[config.mk]
export PLATFORM = sky130hd
export DESIGN_NAME = fifo_wr_arbiter
export DESIGN_NICKNAME = d
export VERILOG_FILES = /design/src/rtl/fifo_wr_arbiter.sv
export SDC_FILE = /design/constraint.sdc
export NUM_CORES = 1
export LEC_CHECK = 0
export ABC_AREA = 0
export BUFFER_PORTS_ARGS = -buffer_cell sky130_fd_sc_hd__buf_4
export CAP_MARGIN = 40
export CORE_MARGIN = 4
export CORE_UTILIZATION = 40
export DETAILED_ROUTE_END_ITERATION = 16
export GPL_TIMING_DRIVEN = 1
export MAX_ROUTING_LAYER = met4
export PLACE_DENSITY_LB_ADDON = 0.3
export SYNTH_ARGS = -nofsm -noshare
export SYNTH_HDL_FRONTEND = slang
export SYNTH_SLANG_ARGS = --single-unit
[constraint.sdc]
create_clock -name clk -period 2.01 [get_ports clk]
set_input_delay 0.201 -clock clk [delete_from_list [all_inputs] [get_ports clk]]
set_output_delay 0.201 -clock clk [all_outputs]
set_load 0.03 [all_outputs]
[src/rtl/fifo_wr_arbiter.sv]
// ---------------------------------------------------------------------------
// fifo_wr_arbiter
//   Shares one synchronous FIFO write port among NUM_REQ producers. Arbitration
//   is round-robin and locked per packet. Each accepted beat is written as
//   {grant_id, payload}, so the downstream FIFO needs a width of
//   DATA_WIDTH + ID_W and the consumer can demultiplex by source.
//
// Parameters
//   NUM_REQ     number of requesters (>= 2)
//   DATA_WIDTH  payload width per requester
//   MAX_BEATS   beats per grant before a forced release (>= 1)
//   ID_W        source tag width, $clog2(NUM_REQ) (derived)
//
// Ports
//   clk             clock
//   rstn            synchronous active-low reset
//   i_req_valid     per-requester beat valid
//   i_req_last      per-requester last beat of packet
//   i_req_data      payloads; requester i at [i*DATA_WIDTH +: DATA_WIDTH]
//   o_req_ready     per-requester beat accepted (combinational)
//   i_fifo_full     FIFO full flag
//   o_fifo_w_en     FIFO write enable (combinational)
//   o_fifo_data_in  {grant_id, payload} (combinational)
//   o_grant_id      current owner (registered, holds its value in IDLE)
//   o_busy          high while a grant is held (XFER)
//   o_stat_beats    per-requester 16-bit saturating accepted-beat counters,
//                   present only when FIFO_ARB_STATS_EN is defined
//
// Optional feature macro: FIFO_ARB_STATS_EN
// ---------------------------------------------------------------------------
module fifo_wr_arbiter #(
  parameter int unsigned NUM_REQ    = 4,
  parameter int unsigned DATA_WIDTH = 8,
  parameter int unsigned MAX_BEATS  = 16,
  localparam int unsigned ID_W      = $clog2(NUM_REQ)
) (
  input  logic                          clk,
  input  logic                          rstn,
  input  logic [NUM_REQ-1:0]            i_req_valid,
  input  logic [NUM_REQ-1:0]            i_req_last,
  input  logic [NUM_REQ*DATA_WIDTH-1:0] i_req_data,
  output logic [NUM_REQ-1:0]            o_req_ready,
  input  logic                          i_fifo_full,
  output logic                          o_fifo_w_en,
  output logic [DATA_WIDTH+ID_W-1:0]    o_fifo_data_in,
  output logic [ID_W-1:0]               o_grant_id,
  output logic                          o_busy
`ifdef FIFO_ARB_STATS_EN
  ,
  output logic [NUM_REQ*16-1:0]         o_stat_beats
`endif
);

  // Beat counter must hold 0..MAX_BEATS-1 and stay at least one bit wide.
  localparam int unsigned CNT_W = (MAX_BEATS > 1) ? $clog2(MAX_BEATS) : 1;

  typedef enum logic {
    S_IDLE = 1'b0,
    S_XFER = 1'b1
  } state_t;

  state_t             r_state;
  logic [ID_W-1:0]    r_rr_ptr;
  logic [ID_W-1:0]    r_grant;
  logic [CNT_W-1:0]   r_beat_cnt;
  logic               r_busy;

  logic               w_any_req;
  logic [ID_W-1:0]    w_pick;
  logic               w_own_valid;
  logic               w_own_last;
  logic [DATA_WIDTH-1:0] w_own_data;
  logic               w_ready;
  logic               w_xfer;
  logic               w_cnt_max;
  logic               w_release;
  logic [ID_W-1:0]    w_next_ptr;

  // Round-robin pick: first valid requester scanning from r_rr_ptr upward.
  always_comb begin
    int unsigned idx;
    logic        found;
    w_pick    = '0;
    w_any_req = |i_req_valid;
    found     = 1'b0;
    idx       = 0;
    for (int unsigned k = 0; k < NUM_REQ; k++) begin
      idx = 32'(r_rr_ptr) + k;
      if (idx >= NUM_REQ) idx = idx - NUM_REQ;
      if (!found && i_req_valid[ID_W'(idx)]) begin
        w_pick = ID_W'(idx);
        found  = 1'b1;
      end
    end
  end

  // Owner-side view of the request bus.
  assign w_own_valid = i_req_valid[r_grant];
  assign w_own_last  = i_req_last[r_grant];
  assign w_own_data  = i_req_data[r_grant*DATA_WIDTH +: DATA_WIDTH];

  // Ready is gated by rstn so nothing is written while reset is asserted.
  assign w_ready   = rstn & (r_state == S_XFER) & ~i_fifo_full;
  assign w_xfer    = w_ready & w_own_valid;
  assign w_cnt_max = (r_beat_cnt == CNT_W'(MAX_BEATS - 1));
  // Last beat and beat limit coinciding still gives a single release.
  assign w_release = w_xfer & (w_own_last | w_cnt_max);

  assign w_next_ptr = (r_grant == ID_W'(NUM_REQ - 1)) ? '0 : r_grant + ID_W'(1);

  // Write-side outputs: the FIFO captures the beat at the same edge.
  assign o_req_ready    = w_ready ? (NUM_REQ'(1) << r_grant) : '0;
  assign o_fifo_w_en    = w_xfer;
  assign o_fifo_data_in = {r_grant, w_own_data};
  assign o_grant_id     = r_grant;
  assign o_busy         = r_busy;

  // Arbitration FSM with its registered outputs.
  always_ff @(posedge clk) begin
    if (!rstn) begin
      r_state    <= S_IDLE;
      r_rr_ptr   <= '0;
      r_grant    <= '0;
      r_beat_cnt <= '0;
      r_busy     <= 1'b0;
    end else begin
      case (r_state)
        S_IDLE: begin
          if (w_any_req) begin
            r_grant <= w_pick;
            r_state <= S_XFER;
            r_busy  <= 1'b1;
          end
        end
        S_XFER: begin
          // Owner keeps the grant through bubbles and full stalls.
          if (w_release) begin
            r_state    <= S_IDLE;
            r_busy     <= 1'b0;
            r_rr_ptr   <= w_next_ptr;
            r_beat_cnt <= '0;
          end else if (w_xfer) begin
            r_beat_cnt <= r_beat_cnt + CNT_W'(1);
          end
        end
        default: begin
          r_state <= S_IDLE;
          r_busy  <= 1'b0;
        end
      endcase
    end
  end

`ifdef FIFO_ARB_STATS_EN
  logic [15:0] r_stat [NUM_REQ];

  // Per-requester accepted-beat counters, saturating at 16'hFFFF.
  always_ff @(posedge clk) begin
    for (int unsigned i = 0; i < NUM_REQ; i++) begin
      if (!rstn) begin
        r_stat[i] <= '0;
      end else if (w_xfer && (r_grant == ID_W'(i)) && (r_stat[i] != 16'hFFFF)) begin
        r_stat[i] <= r_stat[i] + 16'd1;
      end
    end
  end

  for (genvar gi = 0; gi < NUM_REQ; gi++) begin : g_stat_out
    assign o_stat_beats[gi*16 +: 16] = r_stat[gi];
  end
`endif

endmodule

---- After elaboration in Yosys (flattened, before gate mapping) ----
Index checks and enable logic that the tools add are counted.
operators by class
  add/sub/neg operators ................... 9
  multiply operators ...................... 0
  divide/modulo/power cells ............... 0
  magnitude comparators ................... 9
  equality and inequality tests ........... 4
  shift-type cells ........................ 2
  mux-type cells .......................... 33
  bitwise gates (word level) .............. 7
  reduce and logical (&&, ||, !) cells .... 12
operators by type and width
  cell                                                                          number
  32-bit by 6-bit indexed part select with 8-bit output                         1
  2-bit 2-to-1 mux                                                              9
  2-bit by 3-bit less-than comparator with 1-bit output, second input constant  5
  1-bit 2-to-1 mux                                                              13
  1-bit binary-select mux with 2-bit select                                     6
  4-bit 2-to-1 mux                                                              3
  3-bit >= comparator, second input constant                                    3
  2-bit AND reduction                                                           4
  2-bit by 1-bit subtractor with 2-bit output, second input constant            4
  2-bit by 2-bit adder with 3-bit output, second input constant                 2
  4-bit by 1-bit adder with 4-bit output, second input constant                 1
  1-bit bitwise AND                                                             4
  4-bit == test, second input constant                                          1
  1-bit case mux with 2 select lines                                            2
  4-bit OR reduction                                                            1
  1-bit by 2-bit left shift with 4-bit output, first input constant             1
  2-bit by 1-bit adder with 3-bit output, second input constant                 1
  2-bit by 3-bit >= comparator with 1-bit output, second input constant         1
  1-bit logical AND                                                             3
  1-bit logical NOT                                                             3
  2-bit by 1-bit adder with 2-bit output, second input constant                 1
  2-bit == test, second input constant                                          1
  2-bit by 1-bit inequality test with 1-bit output, second input constant       1
  2-bit inequality test, second input constant                                  1
  other kinds (3)                                                               4
storage, ports and cells
  flip-flop bits (word level) ............. 10
  bits in latches ......................... 0
  bits in writable memories ............... 0
  memory bits (read-only) ................. 0
  input bits .............................. 43
  output and inout port bits .............. 18
  logic and storage cells ................. 81
  memories kept ........................... 0

---- Depth between registers and ports, before layout ----
  word-level depth ........................ 14
  gate-level depth with buffers ........... 5
  depth with buffers taken out ............ 5

---- Least setup slack after synthesis ----
No wires, ideal clock.
  path type ............................... register to register
  start point ............................. reg r_grant[0], in the netlist o_grant_id[0]
  end point ............................... reg r_rr_ptr[0]
  library setup time ...................... 72 ps
  data arrival time ....................... 1,786 ps
  data required time ...................... 1,938 ps
  slack ................................... 152 ps
  cell stages (with the launch flop) ...... 6
  buffers on the path ..................... 0
  period minus slack after synthesis ...... 1,858 ps
  cells stage by stage .................... dfxtp_1 -> mux4_2 -> nand2_2 -> inv_1 -> nand2b_2 -> mux2i_1
between the ends
  cells in the longest elaborated chain, start to end .. 5
  elaborated cells between the ends (all ways) .. 11
  those cells by class .................... 1 x add/sub; 1 x eq/ne; 5 x mux; 3 x bitwise; 1 x reduce/logical
RTL lines
  item                                       RTL line  RTL
  start: declaration                         64        logic [ID_W-1:0] r_grant;
  start signal: assignment                   130       r_grant <= w_pick;
  1-bit binary-select mux with 2-bit select  98        assign w_own_valid = i_req_valid[r_grant];
  1-bit 2-to-1 mux (not written as such)     98
  1-bit bitwise AND                          104       assign w_xfer = w_ready & w_own_valid;
  via o_fifo_w_en                            44        output logic o_fifo_w_en,
  1-bit bitwise AND                          107       assign w_release = w_xfer & (w_own_last | w_cnt_max);
  2-bit AND reduction (no line)              n/a
  end signal: assignment                     140       r_rr_ptr <= w_next_ptr;
  end: declaration                           63        logic [ID_W-1:0] r_rr_ptr;
The timed path passes the listed nets, and every way through them passes these cells. The select of a mux whose other input is x is not followed.
A chain may end at the register's enable or synchronous reset.

---- Worst setup path after layout ----
  start point ............................. reg r_grant[0], in the netlist o_grant_id[0]
  end point ............................... out o_fifo_w_en
between the ends
  cells in the longest elaborated chain, start to end .. 3
RTL lines
  item                                       RTL line
  1-bit binary-select mux with 2-bit select  98
  1-bit 2-to-1 mux (not written as such)     98
  1-bit bitwise AND                          104
  end: declaration                           44
Every way passes these cells. The select of a mux whose other input is x is not followed.

==> run_results.csv <==
group,metric,value,unit
setup_path,cp-startpoint,"o_grant_id[0]",
global_route,grt_remaining_overflow,0,
placement,gp_congestion,0.980,
synth,ys_warn_count,0,
placement,hpwl,2130,um
cells_and_area,n_antenna_cell,0,
synth,synth-edff-count,0,
synth,synth_xor_area_frac,0,
power_and_ir_drop,power-per-cell-area,478,nW/um2
clocking,cts_buffers,3,
drt,post-route-drc-count,0,
synth,synthSimpleGateAreaFrac,0.200,
synth,ys_ff_latch,10,
setup_path,crit_path_start_kind,"register",
cells_and_area,drive_above_1_share,0.559,
timing,finalCritPeriodShare,0.954,
setup_path,critPathCaptureType,"primary output",
setup_path,worstReg2RegEnd,"r_rr_ptr[1]",
global_route,grt_pass1_wl,4050,um
drt,routed_wl,2670,um
flow_run,cap_violations,0,
cells_and_area,fillers,171,
drt,drt.antenna.violating_nets,0,
global_route,grt_pass1_vias,902,
setup_path,worstPathArrival,1.72,ns
synth,synth_cell_type_count,32,
setup_path,crit_fanout,9,
cells_and_area,stdcell_count,172,
power_and_ir_drop,p_total,0.644,mW
synth,avgSynthCellArea,9.96,um2
timing,timing_worst_slew_pin_value,0.442,ns
synth,synth_compound_area_frac,0.113,
synth,synth-adder-area-share,0.0756,
hold_path,hold_class,"primary input to register",
status,status,"finished, final reports clean",
synth,syn_area,827,um2
floorplan,die-area,2860,um2
clocking,cts_resized,0,
timing,hold-worst-slack,0.238,ns
drt,first_pass_iters,4,
global_route,grt_max_degree,14,
setup_path,worst_r2r_path_depth,4,
power_and_ir_drop,vdd_drop_max,0.307,mV
clocking,cts_tree,"yes",
synth,muxShareOfSynthArea,0.309,
drt,wl_per_cell,15.5,um
timing,hold_violations,0,
global_route,grt.total_usage,0.200,
synth,synth_top_family_by_area,"multiplexers",
cells_and_area,seq_area,201,um2
clocking,clk_pin_slew,0.07,ns
setup_path,r2r_setup_slack,0.26,ns
floorplan,die_h,53.5,um
timing,layout_min_cycle_time,1.92,ns
synth,syn_nets,131,
timing,tns,0,ns
clocking,clk_root_buffer_cell,"clkbuf_4",
synth,ys_seq_area_frac,0.242,
synth,postSynthCellCount,83,
cells_and_area,synthToLayoutAreaGrowth,62.9,%
placement,port_buffers,60,
clocking,cts_setup_buffers,0,
timing,rsz0062_at_grt,"no",
drt,drt_iter0_markers,18,
clocking,postCtsHoldBufs,0,
timing,setup_viol,0,
floorplan,initial_core_util,0.422,
floorplan,core_area,1960,um2
clocking,htreeDepth,1,
cells_and_area,multiInputGateArea,577,um2
synth,async_reset_ff_frac,0,
setup_path,crit_end,"o_fifo_w_en",
setup_path,crit_required,1.81,ns
setup_path,rr_startpoint,"o_grant_id[1]",
placement,dpl.cell_count,168,
drt,vias_per_cell,5.15,
floorplan,ioPinCount,61,
cells_and_area,nets,194,
global_route,antenna_found_initial,0,
timing,clock-skew-final,0.00295,ns
clocking,cts_buffer_depth,2,
drt,via_count,885,
power_and_ir_drop,leakage,0.634,nW
floorplan,rows,16,
clocking,clk_latency,0.27,ns
setup_path,criticalPathCategory,"register to primary output",
placement,pre_cts_slack,0.268,ns
timing,drv_slew,0,
clocking,clock-sinks,10,
timing,fmax,522,MHz
synth,synthFlopType,"dfxtp_1",
timing,relSlewSlack,0.702,
floorplan,die_x,53.5,um
timing,setup_slack,0.0928,ns
==> metrics by stage <==
step / cell area, um2 / utilization
4_1_cts: 1340 / 0.684
5_1_grt: 1350 / 0.687
2_1_floorplan: 827 / -
6_report: 1350 / 0.687
3_3_place_gp: 1310 / 0.666
3_5_place_dp: 1310 / 0.666
==> cells in the mapped netlist, drive strengths merged, types with 2 or more instances <==
| cell | number | area [um2] |
|---|---|---|
| nand3 | 5 | 25.0 |
| ha | 5 | 62.6 |
| a21oi | 3 | 15.0 |
| mux2i | 3 | 30.0 |
| and2 | 4 | 25.0 |
| o21a | 2 | 15.0 |
| dfxtp | 10 | 200 |
| nor2 | 5 | 18.8 |
| inv | 6 | 22.5 |
| buf | 4 | 23.8 |
| o21ai | 3 | 15.0 |
| mux4 | 10 | 225 |
| nand2b | 3 | 21.3 |
| nand2 | 6 | 25.0 |
==> worst min path at each step <==
stage	slack, ns	to	startpoint	cells past startpoint
after floorplan	0.35	r_beat_cnt[1]	rstn	2
after global placement	0.48	r_rr_ptr[0]	r_rr_ptr[0]	2
after detailed placement	0.49	o_busy	o_busy	1
after CTS	0.23	o_busy	rstn	2
after global routing	0.23	o_grant_id[0]	rstn	2
final	0.24	o_busy	rstn	2
==> flip-flops by register name, indices dropped and copies added, names as in the netlist <==
| register | flops |
|---|---|
| o_grant_id | 2 |
| r_state | 1 |
| o_busy | 1 |
| r_rr_ptr | 2 |
| r_beat_cnt | 4 |
==> worst max-delay path: stages (launching register included) <==
cell and delay (ns):
dfxtp_2 0.36, buf_6 0.15, mux4_2 0.52, nand2_2 0.15, inv_1 0.09, buf_4 0.17
==> per-layer routing <==
layer,global-route usage,wire length (um),vias to the layer above
met4,0.0553,27,0
met3,0.0338,166,2
met2,0.380,1530,31
li1,-,-,436
met5,-,0,-
met1,0.208,940,416
==> logic make-up after synthesis <==
kind of cell / count (synthesis)
mux: 13
simple gates: 30
compound gates: 14
flops: 10
buf+inv: 11
fa+ha+maj: 5
==> area by class of cell <==
cell class,instances,share of cell area
clock buffers,4,0.0269
inverters,6,0.0167
repair buffers,63,0.354
well taps,27,0.0251
multi-input cells,62,0.428
flip-flops and latches,10,0.149
==> layout by cell type (no fill, tap or decap), drive strengths merged <==
| cell | Yosys | final |
|---|---|---|
| buf | 4 | 63 |
| mux4 | 10 | 10 |
| dfxtp | 10 | 10 |
| inv | 6 | 6 |
| nand2 | 6 | 6 |
| nor2 | 5 | 5 |
| nand3 | 5 | 5 |
| ha | 5 | 5 |
| and2 | 4 | 4 |
| clkbuf | 1 | 4 |
| mux2i | 3 | 3 |
| a21oi | 3 | 3 |
| o21ai | 3 | 3 |
| nand2b | 3 | 3 |
| o21a | 2 | 2 |
| and3b | 1 | 1 |
| nor4 | 1 | 1 |
| nor4b | 1 | 1 |
| o211ai | 1 | 1 |
| o41ai | 1 | 1 |
| a31oi | 1 | 1 |
| and3 | 1 | 1 |
| o221ai | 1 | 1 |
| a21boi | 1 | 1 |
| or4 | 1 | 1 |
| nand4 | 1 | 1 |
| o211a | 1 | 1 |
| or2 | 1 | 1 |
==> report_power, final <==
group          internal, mW  leakage [nW]  switching [mW]  total (mW)
Combinational         0.132         0.531           0.113       0.245
Sequential            0.206        0.0820         0.00889       0.215
Clock                 0.110        0.0210          0.0741       0.184
Note: power is estimated with default switching activity, not from simulation.
